--- src/rtl/seg7_scan_controller_if.sv ---
// Load/ready handshake carrying four hex digits with per-digit blank and
// decimal-point flags from the datapath to the display scanner.
interface seg7_scan_controller_if;
   logic        load;
   logic        ready;
   logic [15:0] data_in;
   logic [3:0]  blank_in;
   logic [3:0]  dp_in;

   modport master (
      output load,
      output data_in,
      output blank_in,
      output dp_in,
      input  ready
   );

   modport slave (
      input  load,
      input  data_in,
      input  blank_in,
      input  dp_in,
      output ready
   );
endinterface

--- src/rtl/seg7_scan_controller.sv ---
// Four-digit multiplexed 7-segment scanner: hex decode, per-digit ON/GUARD
// timing and a frame-aligned shadow register so displayed digits never tear.
module seg7_scan_controller #(
   parameter int unsigned ON_CYCLES    = 50000,
   parameter int unsigned GUARD_CYCLES = 500
) (
   input  logic                   clk,
   input  logic                   rst,
   input  logic                   enable,
   seg7_scan_controller_if.slave  bus,
   output logic [6:0]             seg,
   output logic                   dp_n,
   output logic [3:0]             transistor,
   output logic [1:0]             digit_sel,
   output logic                   frame_done
);

   localparam int unsigned CNT_MAX = (ON_CYCLES > GUARD_CYCLES) ? ON_CYCLES : GUARD_CYCLES;
   localparam int unsigned CW      = (CNT_MAX < 1) ? 1 : $clog2(CNT_MAX + 1);

   localparam logic [CW-1:0] ON_LAST    = CW'(ON_CYCLES - 1);
   localparam logic [CW-1:0] GUARD_LAST = CW'((GUARD_CYCLES > 0) ? GUARD_CYCLES - 1 : 0);
   localparam bit            NO_GUARD   = (GUARD_CYCLES == 0);

   typedef enum logic [1:0] {
      S_OFF,
      S_GUARD,
      S_ON
   } state_t;

   typedef struct packed {
      logic [15:0] data;
      logic [3:0]  blank;
      logic [3:0]  dp;
   } disp_t;

   state_t        state_q, state_d;
   logic [CW-1:0] cnt_q, cnt_d;
   logic [1:0]    digit_q, digit_d;
   disp_t         active_q, active_d;
   disp_t         pending_q, pending_d;
   logic          pending_valid_q, pending_valid_d;
   logic          ready_q, ready_d;
   logic          frame_done_d;
   logic [6:0]    seg_d;
   logic          dp_n_d;
   logic [3:0]    transistor_d;
   logic          capture;
   logic          transfer;
   logic [3:0]    nibble;

   function automatic logic [6:0] hex_to_seg(input logic [3:0] h);
      logic [6:0] s;
      case (h)
         4'h0: s = 7'b0000001;
         4'h1: s = 7'b1001111;
         4'h2: s = 7'b0010010;
         4'h3: s = 7'b0000110;
         4'h4: s = 7'b1001100;
         4'h5: s = 7'b0100100;
         4'h6: s = 7'b0100000;
         4'h7: s = 7'b0001111;
         4'h8: s = 7'b0000000;
         4'h9: s = 7'b0000100;
         4'hA: s = 7'b0001000;
         4'hB: s = 7'b1100000;
         4'hC: s = 7'b0110001;
         4'hD: s = 7'b1000010;
         4'hE: s = 7'b0110000;
         default: s = 7'b0111000;
      endcase
      return s;
   endfunction

   assign capture = bus.load & ready_q;

   always_comb begin
      // NOTE: every signal gets a default first so no path can infer a latch.
      state_d      = state_q;
      cnt_d        = cnt_q;
      digit_d      = digit_q;
      frame_done_d = 1'b0;

      unique case (state_q)
         S_OFF: begin
            cnt_d   = '0;
            digit_d = 2'd0;
            if (enable) state_d = NO_GUARD ? S_ON : S_GUARD;
         end
         S_GUARD: begin
            if (!enable) begin
               state_d = S_OFF;
               cnt_d   = '0;
               digit_d = 2'd0;
            end else if (cnt_q == GUARD_LAST) begin
               state_d = S_ON;
               cnt_d   = '0;
            end else begin
               cnt_d = cnt_q + 1'b1;
            end
         end
         S_ON: begin
            if (!enable) begin
               state_d = S_OFF;
               cnt_d   = '0;
               digit_d = 2'd0;
            end else if (cnt_q == ON_LAST) begin
               state_d      = NO_GUARD ? S_ON : S_GUARD;
               cnt_d        = '0;
               digit_d      = digit_q + 2'd1;
               frame_done_d = (digit_q == 2'd3);
            end else begin
               cnt_d = cnt_q + 1'b1;
            end
         end
         default: begin
            state_d = S_OFF;
            cnt_d   = '0;
            digit_d = 2'd0;
         end
      endcase

      // Shadow data moves to the display only at a frame edge, or at once while dark.
      transfer        = pending_valid_q & (frame_done_d | (state_q == S_OFF));
      pending_d       = pending_q;
      pending_valid_d = pending_valid_q;
      active_d        = active_q;
      ready_d         = ~pending_valid_q;

      if (capture) begin
         pending_d       = '{data: bus.data_in, blank: bus.blank_in, dp: bus.dp_in};
         pending_valid_d = 1'b1;
         ready_d         = 1'b0;
      end
      if (transfer) begin
         active_d        = pending_q;
         pending_valid_d = 1'b0;
      end

      // Output registers are loaded from next-state values so they line up with the FSM.
      nibble       = active_d.data[{digit_d, 2'b00} +: 4];
      seg_d        = 7'b1111111;
      dp_n_d       = 1'b1;
      transistor_d = 4'b1111;
      if (state_d == S_ON) begin
         transistor_d = ~(4'b0001 << digit_d);
         seg_d        = active_d.blank[digit_d] ? 7'b1111111 : hex_to_seg(nibble);
         dp_n_d       = ~active_d.dp[digit_d];
      end
   end

   always_ff @(posedge clk) begin
      // NOTE: sequential state uses non-blocking assignments only.
      if (rst) begin
         state_q         <= S_OFF;
         cnt_q           <= '0;
         digit_q         <= 2'd0;
         active_q        <= '0;
         pending_q       <= '0;
         pending_valid_q <= 1'b0;
         ready_q         <= 1'b1;
         frame_done      <= 1'b0;
         seg             <= 7'b1111111;
         dp_n            <= 1'b1;
         transistor      <= 4'b1111;
      end else begin
         state_q         <= state_d;
         cnt_q           <= cnt_d;
         digit_q         <= digit_d;
         active_q        <= active_d;
         pending_q       <= pending_d;
         pending_valid_q <= pending_valid_d;
         ready_q         <= ready_d;
         frame_done      <= frame_done_d;
         seg             <= seg_d;
         dp_n            <= dp_n_d;
         transistor      <= transistor_d;
      end
   end

   assign digit_sel = digit_q;
   assign bus.ready = ready_q;

endmodule

--- src/flat_wrapper.sv ---
// flat-port wrapper written by rule: the top's interface ports become plain ports
module seg7_scan_controller_flat 
#(
   parameter int unsigned ON_CYCLES    = 50000,
   parameter int unsigned GUARD_CYCLES = 500
)
  (clk, rst, enable, seg, dp_n, transistor, digit_sel, frame_done, bus_load, bus_data_in, bus_blank_in, bus_dp_in, bus_ready);
  seg7_scan_controller_if bus_i ();
  input  logic clk;
  input  logic rst;
  input  logic enable;
  output logic [6:0] seg;
  output logic dp_n;
  output logic [3:0] transistor;
  output logic [1:0] digit_sel;
  output logic frame_done;
  input wire logic [$bits(bus_i.load)-1:0] bus_load;
  input wire logic [$bits(bus_i.data_in)-1:0] bus_data_in;
  input wire logic [$bits(bus_i.blank_in)-1:0] bus_blank_in;
  input wire logic [$bits(bus_i.dp_in)-1:0] bus_dp_in;
  output wire logic [$bits(bus_i.ready)-1:0] bus_ready;
  assign bus_i.load = bus_load;
  assign bus_i.data_in = bus_data_in;
  assign bus_i.blank_in = bus_blank_in;
  assign bus_i.dp_in = bus_dp_in;
  assign bus_ready = bus_i.ready;
  seg7_scan_controller #(.ON_CYCLES(ON_CYCLES), .GUARD_CYCLES(GUARD_CYCLES)) u_core (.clk(clk), .rst(rst), .enable(enable), .bus(bus_i), .seg(seg), .dp_n(dp_n), .transistor(transistor), .digit_sel(digit_sel), .frame_done(frame_done));
endmodule
--- config.mk ---
export PLATFORM = sky130hd
export DESIGN_NAME = seg7_scan_controller_flat
export DESIGN_NICKNAME = d
export VERILOG_FILES = /design/src/rtl/seg7_scan_controller_if.sv /design/src/rtl/seg7_scan_controller.sv /design/src/flat_wrapper.sv
export SDC_FILE = /design/constraint.sdc
export NUM_CORES = 1
export LEC_CHECK = 0
export CAP_MARGIN = 40
export CORE_MARGIN = 2
export CORE_UTILIZATION = 45
export DETAILED_ROUTE_END_ITERATION = 12
export PLACE_DENSITY = 0.69
export SLEW_MARGIN = 20
export SYNTH_ARGS = -nofsm -noshare
export SYNTH_HDL_FRONTEND = slang
export SYNTH_SLANG_ARGS = --single-unit
--- constraint.sdc ---
create_clock -name clk -period 3.5 [get_ports clk]
set_clock_uncertainty 0.05 [all_clocks]
set_input_delay 0.35 -clock clk [delete_from_list [all_inputs] [get_ports clk]]
set_output_delay 0.35 -clock clk [all_outputs]
set_load 0.03 [all_outputs]
==> results of run 1 <==
==> cells by family after synthesis <==
group | after synthesis
AOI/OAI and AO/OA | 67
xor gates and xnor gates | 14
adders and majority gates | 12
buffers and inverters | 32
DFF | 83
muxes | 29
and+or+nand+nor | 166
==> timing repair <==
| action | CTS | global route |
|---|---|---|
| hold endpoints to repair | 0 | 0 |
| gates resized for setup | 0 | 8 |
| setup endpoints to repair | 0 | 7 |
| setup buffers | 0 | 4 |
==> report_power, final <==
group	switching, mW	total, mW	leakage, nW	internal [mW]
logic	0.0989	0.194	0.900	0.0948
clock network	0.321	0.721	0.103	0.400
registers	0.0167	0.989	0.674	0.972
==> critical path, cell delays in order, from the launching register on <==
cell and delay, ns:
dfxtp_1 0.35, or4b_1 0.56, nor4_2 0.32, buf_4 0.22, mux2i_1 0.12, or4_4 0.47
o22ai_1 0.19, nor2_1 0.08, buf_4 0.15, ha_1 0.25, and3_2 0.20, a211oi_2 0.19
o21ai_1 0.09
==> routing by layer <==
layer / part of all wire / wire (um) / GRT usage
met1: 0.50 / 3890 / 0.261
met2: 0.44 / 3390 / 0.289
met3: 0.045 / 347 / 0.0298
met4: 0.013 / 101 / 0.0760
met5: 0 / 0 / 0
==> layout make-up <==
class,count,area (um2),area share
clock inverters,5,77.6,0.0174
clock buffers,11,131,0.0295
repair buffers,59,573,0.129
multi-input cells,288,1840,0.412
inverters,13,48.8,0.0109
flip-flops and latches,83,1660,0.373
well taps,102,128,0.0286
==> through the flow <==
step / utilization / cell area (um2) / total power, mW / TNS [ns]
after global routing: 0.577 / 4460 / 1.99 / -0.0161
after floorplan: - / 3600 / 1.12 / 0
after CTS: 0.567 / 4380 / 1.91 / 0
final: 0.577 / 4460 / 1.90 / 0
after global placement: 0.537 / 4150 / 1.18 / 0
after detailed placement: 0.540 / 4170 / 1.19 / 0
==> registers in the layout (all words and copies together), names as in the netlist <==
name                    cells
u_core.transistor           4
u_core.frame_done           1
u_core.pending_q           24
u_core.digit_sel            2
u_core.bus.ready            1
u_core.active_q            24
u_core.dp_n                 1
u_core.state_q              2
u_core.cnt_q               16
u_core.seg                  7
u_core.pending_valid_q      1
==> how the worst max path moves through the flow <==
| stage | from | endpoint |
|---|---|---|
| after floorplan | u_core.cnt_q[4] | u_core.seg[1] |
| after global placement | u_core.cnt_q[4] | u_core.seg[1] |
| after detailed placement | u_core.cnt_q[4] | u_core.seg[1] |
| after CTS | u_core.cnt_q[4] | u_core.seg[1] |
| after global routing | u_core.state_q[0] | u_core.seg[3] |
| final | u_core.cnt_q[4] | u_core.seg[3] |
==> cells in the final DEF (no fill, tap or decap), types with 4 or more instances in the layout <==
cell type / netlist / routed
mux2_2: 7 / 7
nor2_1: 44 / 42
inv_1: 13 / 13
clkdlybuf4s50_1: 0 / 42
nand3_1: 9 / 9
o22ai_1: 4 / 4
xnor2_1: 8 / 8
nor2b_1: 7 / 7
a21oi_1: 30 / 30
nor3_1: 6 / 6
clkbuf_8: 0 / 9
o21ai_0: 5 / 5
dfxtp_1: 83 / 83
and2_1: 5 / 4
nand4_1: 5 / 5
nand2_1: 59 / 59
nor4_1: 5 / 5
a31oi_1: 6 / 6
ha_1: 12 / 11
buf_4: 1 / 14
xor2_1: 6 / 6
mux2i_1: 22 / 22
==> flow_summary.html, run 1 <==
<table>
<tr><th>Metric</th><th>Value</th></tr>
<tr><th colspan="2">Clock tree</th></tr>
<tr><td>Count of hold buffers inserted by post-cts repair</td><td>0</td></tr>
<tr><td>TritonCTS clock tree</td><td>done</td></tr>
<tr><td>CTS sink cnt</td><td>83</td></tr>
<tr><td>Clock insertion delay at the later pin of the skew report</td><td>0.35 ns</td></tr>
<tr><td>Buffer levels on the longest clock path</td><td>2</td></tr>
<tr><td>Clock root cell</td><td>clkbuf_8</td></tr>
<tr><td>Total clock buffers created by CTS</td><td>9</td></tr>
<tr><td># H-tree levels</td><td>3</td></tr>
<tr><td>Worst-path clk slew</td><td>0.08 ns</td></tr>
<tr><th colspan="2">Detailed routing</th></tr>
<tr><td>Post-Route WL</td><td>7730 um</td></tr>
<tr><td>Drt wl/cell</td><td>13.8 um</td></tr>
<tr><td>Number of optimization iterations in the first detailed-route pass</td><td>4</td></tr>
<tr><td>Starting DRC count in detailed routing</td><td>218</td></tr>
<tr><td>Vias</td><td>2,898</td></tr>
<tr><td>Number of nets with antenna violations after detailed routing</td><td>0</td></tr>
<tr><td>Vias/cell</td><td>5.17</td></tr>
<tr><td>Detailed-route DRC error count</td><td>0</td></tr>
<tr><th colspan="2">Floorplanning</th></tr>
<tr><td>Row count</td><td>32</td></tr>
<tr><td>Core Box Area</td><td>0.00773 mm2</td></tr>
<tr><td>Chip width</td><td>93.5 um</td></tr>
<tr><td>Area of the die</td><td>0.00874 mm2</td></tr>
<tr><td>Die span in y</td><td>93.5 um</td></tr>
<tr><td>Initial standard-cell utilization of the core</td><td>0.466</td></tr>
<tr><td>Total I/O pin count</td><td>44</td></tr>
<tr><th colspan="2">Logic synthesis</th></tr>
<tr><td>Leading register cell type out of synthesis</td><td>dfxtp_1</td></tr>
<tr><td>Post-synthesis share of cell area spent on and, or, nand and nor gates</td><td>0.226</td></tr>
<tr><td>Synthesized area divided by synthesized cell count</td><td>8.94 um2</td></tr>
<tr><td>Cell variety after synth</td><td>55</td></tr>
<tr><td>Cell type with the highest aggregate area in the netlist</td><td>dfxtp_1</td></tr>
<tr><td>Total of warnings raised by yosys</td><td>0</td></tr>
<tr><td>Netlist area before placement</td><td>0.00360 mm2</td></tr>
<tr><td>Post-synthesis adder-cell area fraction</td><td>0.0417</td></tr>
<tr><td>Fraction of the mapped netlist area in compound gates</td><td>0.117</td></tr>
<tr><td>Post-synthesis net count</td><td>443</td></tr>
<tr><td>Cell types occupying the most area after synthesis</td><td>dfxtp_1, nand2_1, mux2i_1, nor2_1, a21oi_1</td></tr>
<tr><td>Sequential fraction of the synthesis area</td><td>0.461</td></tr>
<tr><td>Post-synth EDFFs</td><td>0</td></tr>
<tr><td>Synth Register Bits</td><td>83</td></tr>
<tr><td>Leading post-synthesis cells by instance count</td><td>dfxtp_1, nand2_1, nor2_1, a21oi_1, mux2i_1</td></tr>
<tr><td>Gate count after technology mapping</td><td>403</td></tr>
<tr><td>Synth top area share</td><td>0.461</td></tr>
<tr><td>Fraction of registers with async set or reset after synthesis</td><td>0</td></tr>
<tr><td>Most instantiated library cell after synthesis</td><td>dfxtp_1</td></tr>
<tr><td>Xor and xnor area share after synthesis</td><td>0.0340</td></tr>
<tr><td>Multiplexer share of the synthesized area</td><td>0.0830</td></tr>
<tr><td>Dominant combinational cell family by area after synthesis</td><td>simple AND/OR/NAND/NOR gates</td></tr>
<tr><th colspan="2">STA</th></tr>
<tr><td>Number of max-slew violations in the final report</td><td>0</td></tr>
<tr><td>Relative slew margins</td><td>0.474</td></tr>
<tr><td>Fin worst setup slack</td><td>0.162 ns</td></tr>
<tr><td>Time the final worst path needs with I/O delays and setup</td><td>3.34 ns</td></tr>
<tr><td>Unrepaired setup endpoints after global routing</td><td>true</td></tr>
<tr><td>Hold_ws</td><td>0.402 ns</td></tr>
<tr><td>Fraction of the cycle the final worst path needs</td><td>0.954</td></tr>
<tr><td>Total of endpoints with negative setup slack in the final report</td><td>0</td></tr>
<tr><td>Number of hold violations in the final report</td><td>0</td></tr>
<tr><td>Slew at the pin with the worst max-slew slack</td><td>0.787 ns</td></tr>
<tr><td>Highest clock frequency the design can meet</td><td>300 MHz</td></tr>
<tr><th colspan="2">Outcome</th></tr>
<tr><td>Outcome</td><td>completed</td></tr>
<tr><th colspan="2">Worst setup path</th></tr>
<tr><td>Signal arrival time at the worst endpoint</td><td>3.52 ns</td></tr>
<tr><td>Internal reg-to-reg setup slack</td><td>0.16 ns</td></tr>
<tr><td>Reg-to-reg endpoint</td><td>u_core.seg[3]</td></tr>
<tr><td>Critical path fanouts, max</td><td>10</td></tr>
<tr><td>Source of the worst register-to-register timing path</td><td>u_core.cnt_q[4]</td></tr>
<tr><td>Startpoint-to-endpoint class of the critical path</td><td>flop to flop</td></tr>
<tr><td>Worst path required time</td><td>3.69 ns</td></tr>
<tr><td>Sort of element at the end of the critical path</td><td>flop</td></tr>
<tr><td>Element type at the critical path start</td><td>flop</td></tr>
<tr><td>Logic depth of the worst register-to-register path</td><td>12</td></tr>
<tr><th colspan="2">Finish</th></tr>
<tr><td>Diode count</td><td>0</td></tr>
<tr><td>Layout cells sized above 1</td><td>0.126</td></tr>
<tr><td>Area overhead of the layout relative to synthesis</td><td>23.7%</td></tr>
<tr><td>Number of filler cells placed in the layout</td><td>681</td></tr>
<tr><td>Layout net count</td><td>494</td></tr>
<tr><td>Count of placed standard cells in the final layout, fillers left out</td><td>561</td></tr>
<tr><th colspan="2">Placement</th></tr>
<tr><td>Count of placed standard cells including taps</td><td>540</td></tr>
<tr><td>Last weighted congestion value of the routability-driven placer</td><td>0.822</td></tr>
<tr><td>HPWL after detailed placement</td><td>5530 um</td></tr>
<tr><td>Pre-CTS worst setup slack</td><td>0.0548 ns</td></tr>
<tr><td>Buffers on Ports</td><td>43</td></tr>
<tr><th colspan="2">Global route</th></tr>
<tr><td>Maximum number of pins on one net before global-route repair</td><td>31</td></tr>
<tr><td>Remaining global-route overflow</td><td>0</td></tr>
<tr><td>Global-route total usage across every layer</td><td>0.187</td></tr>
<tr><td>Number of global-route vias before repair</td><td>2,742</td></tr>
<tr><td>Global-route wire length before repair</td><td>13,000 um</td></tr>
<tr><td>Initial antenna violation count</td><td>0</td></tr>
<tr><th colspan="2">Job</th></tr>
<tr><td>Max_cap viols</td><td>0</td></tr>
<tr><th colspan="2">Hold path</th></tr>
<tr><td>Worst Hold Path Cells</td><td>2</td></tr>
<tr><td>Hold path startpoint</td><td>rst</td></tr>
<tr><td>Worst hold path class</td><td>input pin to flop</td></tr>
<tr><td>Worst Hold Path EP</td><td>u_core.active_q[5]</td></tr>
<tr><th colspan="2">Pwr</th></tr>
<tr><td>Maximum VDD drop</td><td>215 uV</td></tr>
<tr><td>Leakage power</td><td>1.68 nW</td></tr>
<tr><td>Power density relative to cell area</td><td>427 mW/mm2</td></tr>
</table>
(Power assumes the default switching activity.)
==> run 2, diff against run 1 <==
--- a/config.mk
+++ b/config.mk
@@ -9,6 +9,7 @@
 export CORE_MARGIN = 2
 export CORE_UTILIZATION = 45
 export DETAILED_ROUTE_END_ITERATION = 12
+export GPL_ROUTABILITY_DRIVEN = 0
 export PLACE_DENSITY = 0.69
 export SLEW_MARGIN = 20
 export SYNTH_ARGS = -nofsm -noshare
==> results of run 2 <==
Final layout, timing and power as in run 1 (identical DEF).
==> run 3, diff against run 2 <==
--- a/config.mk
+++ b/config.mk
@@ -6,7 +6,6 @@
 export NUM_CORES = 1
 export LEC_CHECK = 0
 export CAP_MARGIN = 40
-export CORE_MARGIN = 2
 export CORE_UTILIZATION = 45
 export DETAILED_ROUTE_END_ITERATION = 12
 export GPL_ROUTABILITY_DRIVEN = 0
==> flow_summary.html, run 3 (synthesis gave the netlist of run 1 again) <==
<table>
<tr><th>Metric</th><th>Value</th></tr>
<tr><th colspan="2">Worst setup path</th></tr>
<tr><td>Reg-to-reg endpoint</td><td>u_core.seg[5]</td></tr>
<tr><td>Worst path required time</td><td>3.69 ns (about the same)</td></tr>
<tr><td>Critical path fanouts, max</td><td>6 (-4)</td></tr>
<tr><td>WP buf/inv</td><td>3 (+1)</td></tr>
<tr><td>Signal arrival time at the worst endpoint</td><td>3.54 ns (+0.02 ns)</td></tr>
<tr><td>Element type at the critical path start</td><td>flop</td></tr>
<tr><td>Cell-by-cell trace of the critical path</td><td>or4b_1 &gt; or4_1 &gt; nor4_1 &gt; nor4_1 &gt; buf_4 &gt; o22ai_1 &gt; nor2_1 &gt; buf_4 &gt; ha_1 &gt; inv_1 &gt; nor3_1 &gt; a211o_1</td></tr>
<tr><td>Source of the worst register-to-register timing path</td><td>u_core.cnt_q[5]</td></tr>
<tr><td>Logic depth of the worst register-to-register path</td><td>12 (unchanged)</td></tr>
<tr><td>Internal reg-to-reg setup slack</td><td>0.15 ns (about the same)</td></tr>
<tr><td>Sort of element at the end of the critical path</td><td>flop</td></tr>
<tr><td>Cell class contributing the biggest share of worst-path delay</td><td>simple AND/OR/NAND/NOR gates</td></tr>
<tr><td>Slowest Stage Delay on Critical Path</td><td>0.60 ns (+0.04 ns)</td></tr>
<tr><td>Startpoint-to-endpoint class of the critical path</td><td>flop to flop</td></tr>
<tr><td>Critical path's slowest cell</td><td>or4_1</td></tr>
<tr><th colspan="2">STA</th></tr>
<tr><td>Number of hold violations in the final report</td><td>0 (unchanged)</td></tr>
<tr><td>Fraction of the cycle the final worst path needs</td><td>0.958 (+0.00409)</td></tr>
<tr><td>Time the final worst path needs with I/O delays and setup</td><td>3.35 ns (+0.0143 ns)</td></tr>
<tr><td>Sum of negative setup slack</td><td>0 ns (unchanged)</td></tr>
<tr><td>Total of endpoints with negative setup slack in the final report</td><td>0 (unchanged)</td></tr>
<tr><td>Unrepaired setup endpoints after global routing</td><td>false</td></tr>
<tr><td>Highest clock frequency the design can meet</td><td>298 MHz (-0.43%)</td></tr>
<tr><td>Fin worst setup slack</td><td>0.148 ns (-0.0143 ns)</td></tr>
<tr><td>Relative slew margins</td><td>0.546 (+0.0713)</td></tr>
<tr><td>Slew at the pin with the worst max-slew slack</td><td>0.675 ns (-0.111 ns)</td></tr>
<tr><td>Number of max-slew violations in the final report</td><td>0 (unchanged)</td></tr>
<tr><th colspan="2">Detailed routing</th></tr>
<tr><td>Number of nets with antenna violations after detailed routing</td><td>0 (unchanged)</td></tr>
<tr><td>Drt wl/cell</td><td>13.8 um (+0.35%)</td></tr>
<tr><td>Detailed-route DRC error count</td><td>0 (unchanged)</td></tr>
<tr><td>Vias</td><td>2,902 (+0.14%)</td></tr>
<tr><td>Vias/cell</td><td>5.18 (+0.32%)</td></tr>
<tr><td>Starting DRC count in detailed routing</td><td>169 (-22%)</td></tr>
<tr><td>Number of optimization iterations in the first detailed-route pass</td><td>4 (unchanged)</td></tr>
<tr><td>Post-Route WL</td><td>7750 um (+0.17%)</td></tr>
<tr><th colspan="2">Job</th></tr>
<tr><td>Max_cap viols</td><td>0 (unchanged)</td></tr>
<tr><th colspan="2">Global route</th></tr>
<tr><td>Number of global-route vias before repair</td><td>2,767 (+0.91%)</td></tr>
<tr><td>Global-route wire length before repair</td><td>13,000 um (+0.59%)</td></tr>
<tr><td>Maximum number of pins on one net before global-route repair</td><td>30 (-3.2%)</td></tr>
<tr><td>Initial antenna violation count</td><td>0 (unchanged)</td></tr>
<tr><td>Remaining global-route overflow</td><td>0 (unchanged)</td></tr>
<tr><td>Global-route total usage across every layer</td><td>0.196 (+0.00902)</td></tr>
<tr><th colspan="2">Floorplanning</th></tr>
<tr><td>Core Box Area</td><td>0.00773 mm2 (unchanged)</td></tr>
<tr><td>Row count</td><td>32 (unchanged)</td></tr>
<tr><td>Initial standard-cell utilization of the core</td><td>0.466 (unchanged)</td></tr>
<tr><td>Die span in y</td><td>91.5 um (-2.1%)</td></tr>
<tr><td>Total I/O pin count</td><td>44 (unchanged)</td></tr>
<tr><td>Chip width</td><td>91.5 um (-2.1%)</td></tr>
<tr><td>Area of the die</td><td>0.00837 mm2 (-4.2%)</td></tr>
<tr><th colspan="2">Finish</th></tr>
<tr><td>Diode count</td><td>0 (unchanged)</td></tr>
<tr><td>Top library cells by usage in the layout, fill and taps aside</td><td>dfxtp_1, nand2_1, nor2_1</td></tr>
<tr><td>Layout cells sized above 1</td><td>0.133 (+0.00683)</td></tr>
<tr><td>Number of filler cells placed in the layout</td><td>713 (+4.7%)</td></tr>
<tr><td>Largest regs</td><td>u_core.active_q: 24 flops, u_core.pending_q: 24 flops, u_core.cnt_q: 16 flops</td></tr>
<tr><td>End-of-flow core utilization</td><td>0.583 (+0.00631)</td></tr>
<tr><td>Layout net count</td><td>493 (-0.20%)</td></tr>
<tr><td>Combined area of the multi-input logic cells</td><td>0.00185 mm2 (+0.82%)</td></tr>
<tr><td>Area overhead of the layout relative to synthesis</td><td>25.0%</td></tr>
<tr><td>Non-Filler Cell Area, Final</td><td>0.00451 mm2 (+1.1%)</td></tr>
<tr><td>Register area</td><td>0.00166 mm2 (+0.15%)</td></tr>
<tr><td>Commonest non-fill, non-tap cell in the layout</td><td>dfxtp_1</td></tr>
<tr><th colspan="2">Hold path</th></tr>
<tr><td>Worst hold path class</td><td>flop to flop</td></tr>
<tr><td>Hold path startpoint</td><td>u_core.pending_q[8]</td></tr>
<tr><td>Worst Hold Path Cells</td><td>2 (unchanged)</td></tr>
<tr><td>Worst Hold Path EP</td><td>u_core.pending_q[8]</td></tr>
<tr><th colspan="2">Clock tree</th></tr>
<tr><td>Count of hold buffers inserted by post-cts repair</td><td>0 (unchanged)</td></tr>
<tr><td>Worst-path clk slew</td><td>0.08 ns (about the same)</td></tr>
<tr><td>CTS sink cnt</td><td>83 (unchanged)</td></tr>
<tr><td>Clock root cell</td><td>clkbuf_8</td></tr>
<tr><td>TritonCTS clock tree</td><td>done</td></tr>
<tr><td>Total clock buffers created by CTS</td><td>9 (unchanged)</td></tr>
<tr><td># H-tree levels</td><td>3 (unchanged)</td></tr>
<tr><td>Buffer levels on the longest clock path</td><td>2 (unchanged)</td></tr>
<tr><td>Clock insertion delay at the later pin of the skew report</td><td>0.34 ns (about the same)</td></tr>
<tr><th colspan="2">Placement</th></tr>
<tr><td>Pre-CTS worst setup slack</td><td>0.0288 ns (-0.0260 ns)</td></tr>
<tr><td>Placed instance area</td><td>0.00419 mm2 (+0.30%)</td></tr>
<tr><td>HPWL after detailed placement</td><td>5430 um (-1.9%)</td></tr>
<tr><td>Buffers on Ports</td><td>43 (unchanged)</td></tr>
<tr><th colspan="2">Pwr</th></tr>
<tr><td>Combinational share of power</td><td>0.100 (-0.002)</td></tr>
<tr><td>Sw Pwr</td><td>439 uW (+0.35%)</td></tr>
<tr><td>Power density relative to cell area</td><td>431 mW/mm2 (+0.95%)</td></tr>
<tr><td>Sequential share of power</td><td>0.509 (-0.010)</td></tr>
<tr><td>Maximum VDD drop</td><td>254 uV (+18%)</td></tr>
<tr><td>Switching share of power</td><td>0.226 (-0.00384)</td></tr>
<tr><td>Power Internal</td><td>1.50 mW (+2.6%)</td></tr>
<tr><td>Leakage power</td><td>1.70 nW (+1.3%)</td></tr>
<tr><td>Portion of total power attributed to the clock network</td><td>0.391 (+0.012)</td></tr>
<tr><th colspan="2">Outcome</th></tr>
<tr><td>Outcome</td><td>completed</td></tr>
</table>
-- run 3: how the worst max path moves through the flow --
stage | start | end | slack, ns | cells past startpoint
global route | u_core.cnt_q[5] | u_core.seg[5] | 0.01 | 12
detailed placement | u_core.cnt_q[4] | u_core.seg[5] | 0.03 | 9
floorplan | u_core.cnt_q[4] | u_core.seg[1] | 0.01 | 14
CTS | u_core.cnt_q[4] | u_core.seg[2] | 0.007 | 8
global placement | u_core.cnt_q[4] | u_core.seg[2] | 0.08 | 8
finish | u_core.cnt_q[5] | u_core.seg[5] | 0.15 | 12
-- run 3: area by class of cell --
type	instances	area share
repair buffers	58	0.130
well taps	102	0.0283
clock inverters	5	0.0167
inverters	13	0.0108
flip-flops and latches	83	0.369
multi-input cells	288	0.411
clock buffers	11	0.0336
-- run 3: worst min-delay path, delay by kind of cell (launching register included) --
| family | cells | cell delay [ns] |
|---|---|---|
| simple gates | 1 | 0.05 |
| flops | 1 | 0.31 |
| compound gates | 1 | 0.05 |
-- run 3: power groups by stage --
stage	combinational (mW)	sequential (mW)	clock (mW)
6_report	0.195	0.989	0.759
5_1_grt	0.215	0.992	0.822
2_1_floorplan	0.113	1.01	0
4_1_cts	0.184	0.988	0.774
3_3_place_gp	0.176	1.01	0
3_5_place_dp	0.183	1.01	0
-- run 3: metal layers --
metal / track usage / share of wire / vias up
li1: - / - / 1506
met1: 0.267 / 0.50 / 1323
met2: 0.304 / 0.44 / 64
met3: 0.0402 / 0.044 / 9
met4: 0.0754 / 0.013 / 0
met5: 0 / 0 / -
-- run 3: timing repair --
| action | in CTS | in global routing |
|---|---|---|
| endpoints found under the setup margin | 0 | 7 |
| gates resized for setup | 0 | 14 |
| buffers inserted | 0 | 1 |
-- run 3: through the flow --
step | std cells | power (mW) | hold slack (ns)
floorplan | 403 | 1.12 | 0.380
global placement | 539 | 1.18 | 0.389
detailed placement | 540 | 1.19 | 0.399
CTS | 556 | 1.95 | 0.399
global route | 560 | 2.03 | 0.432
finish | 560 | 1.94 | 0.409
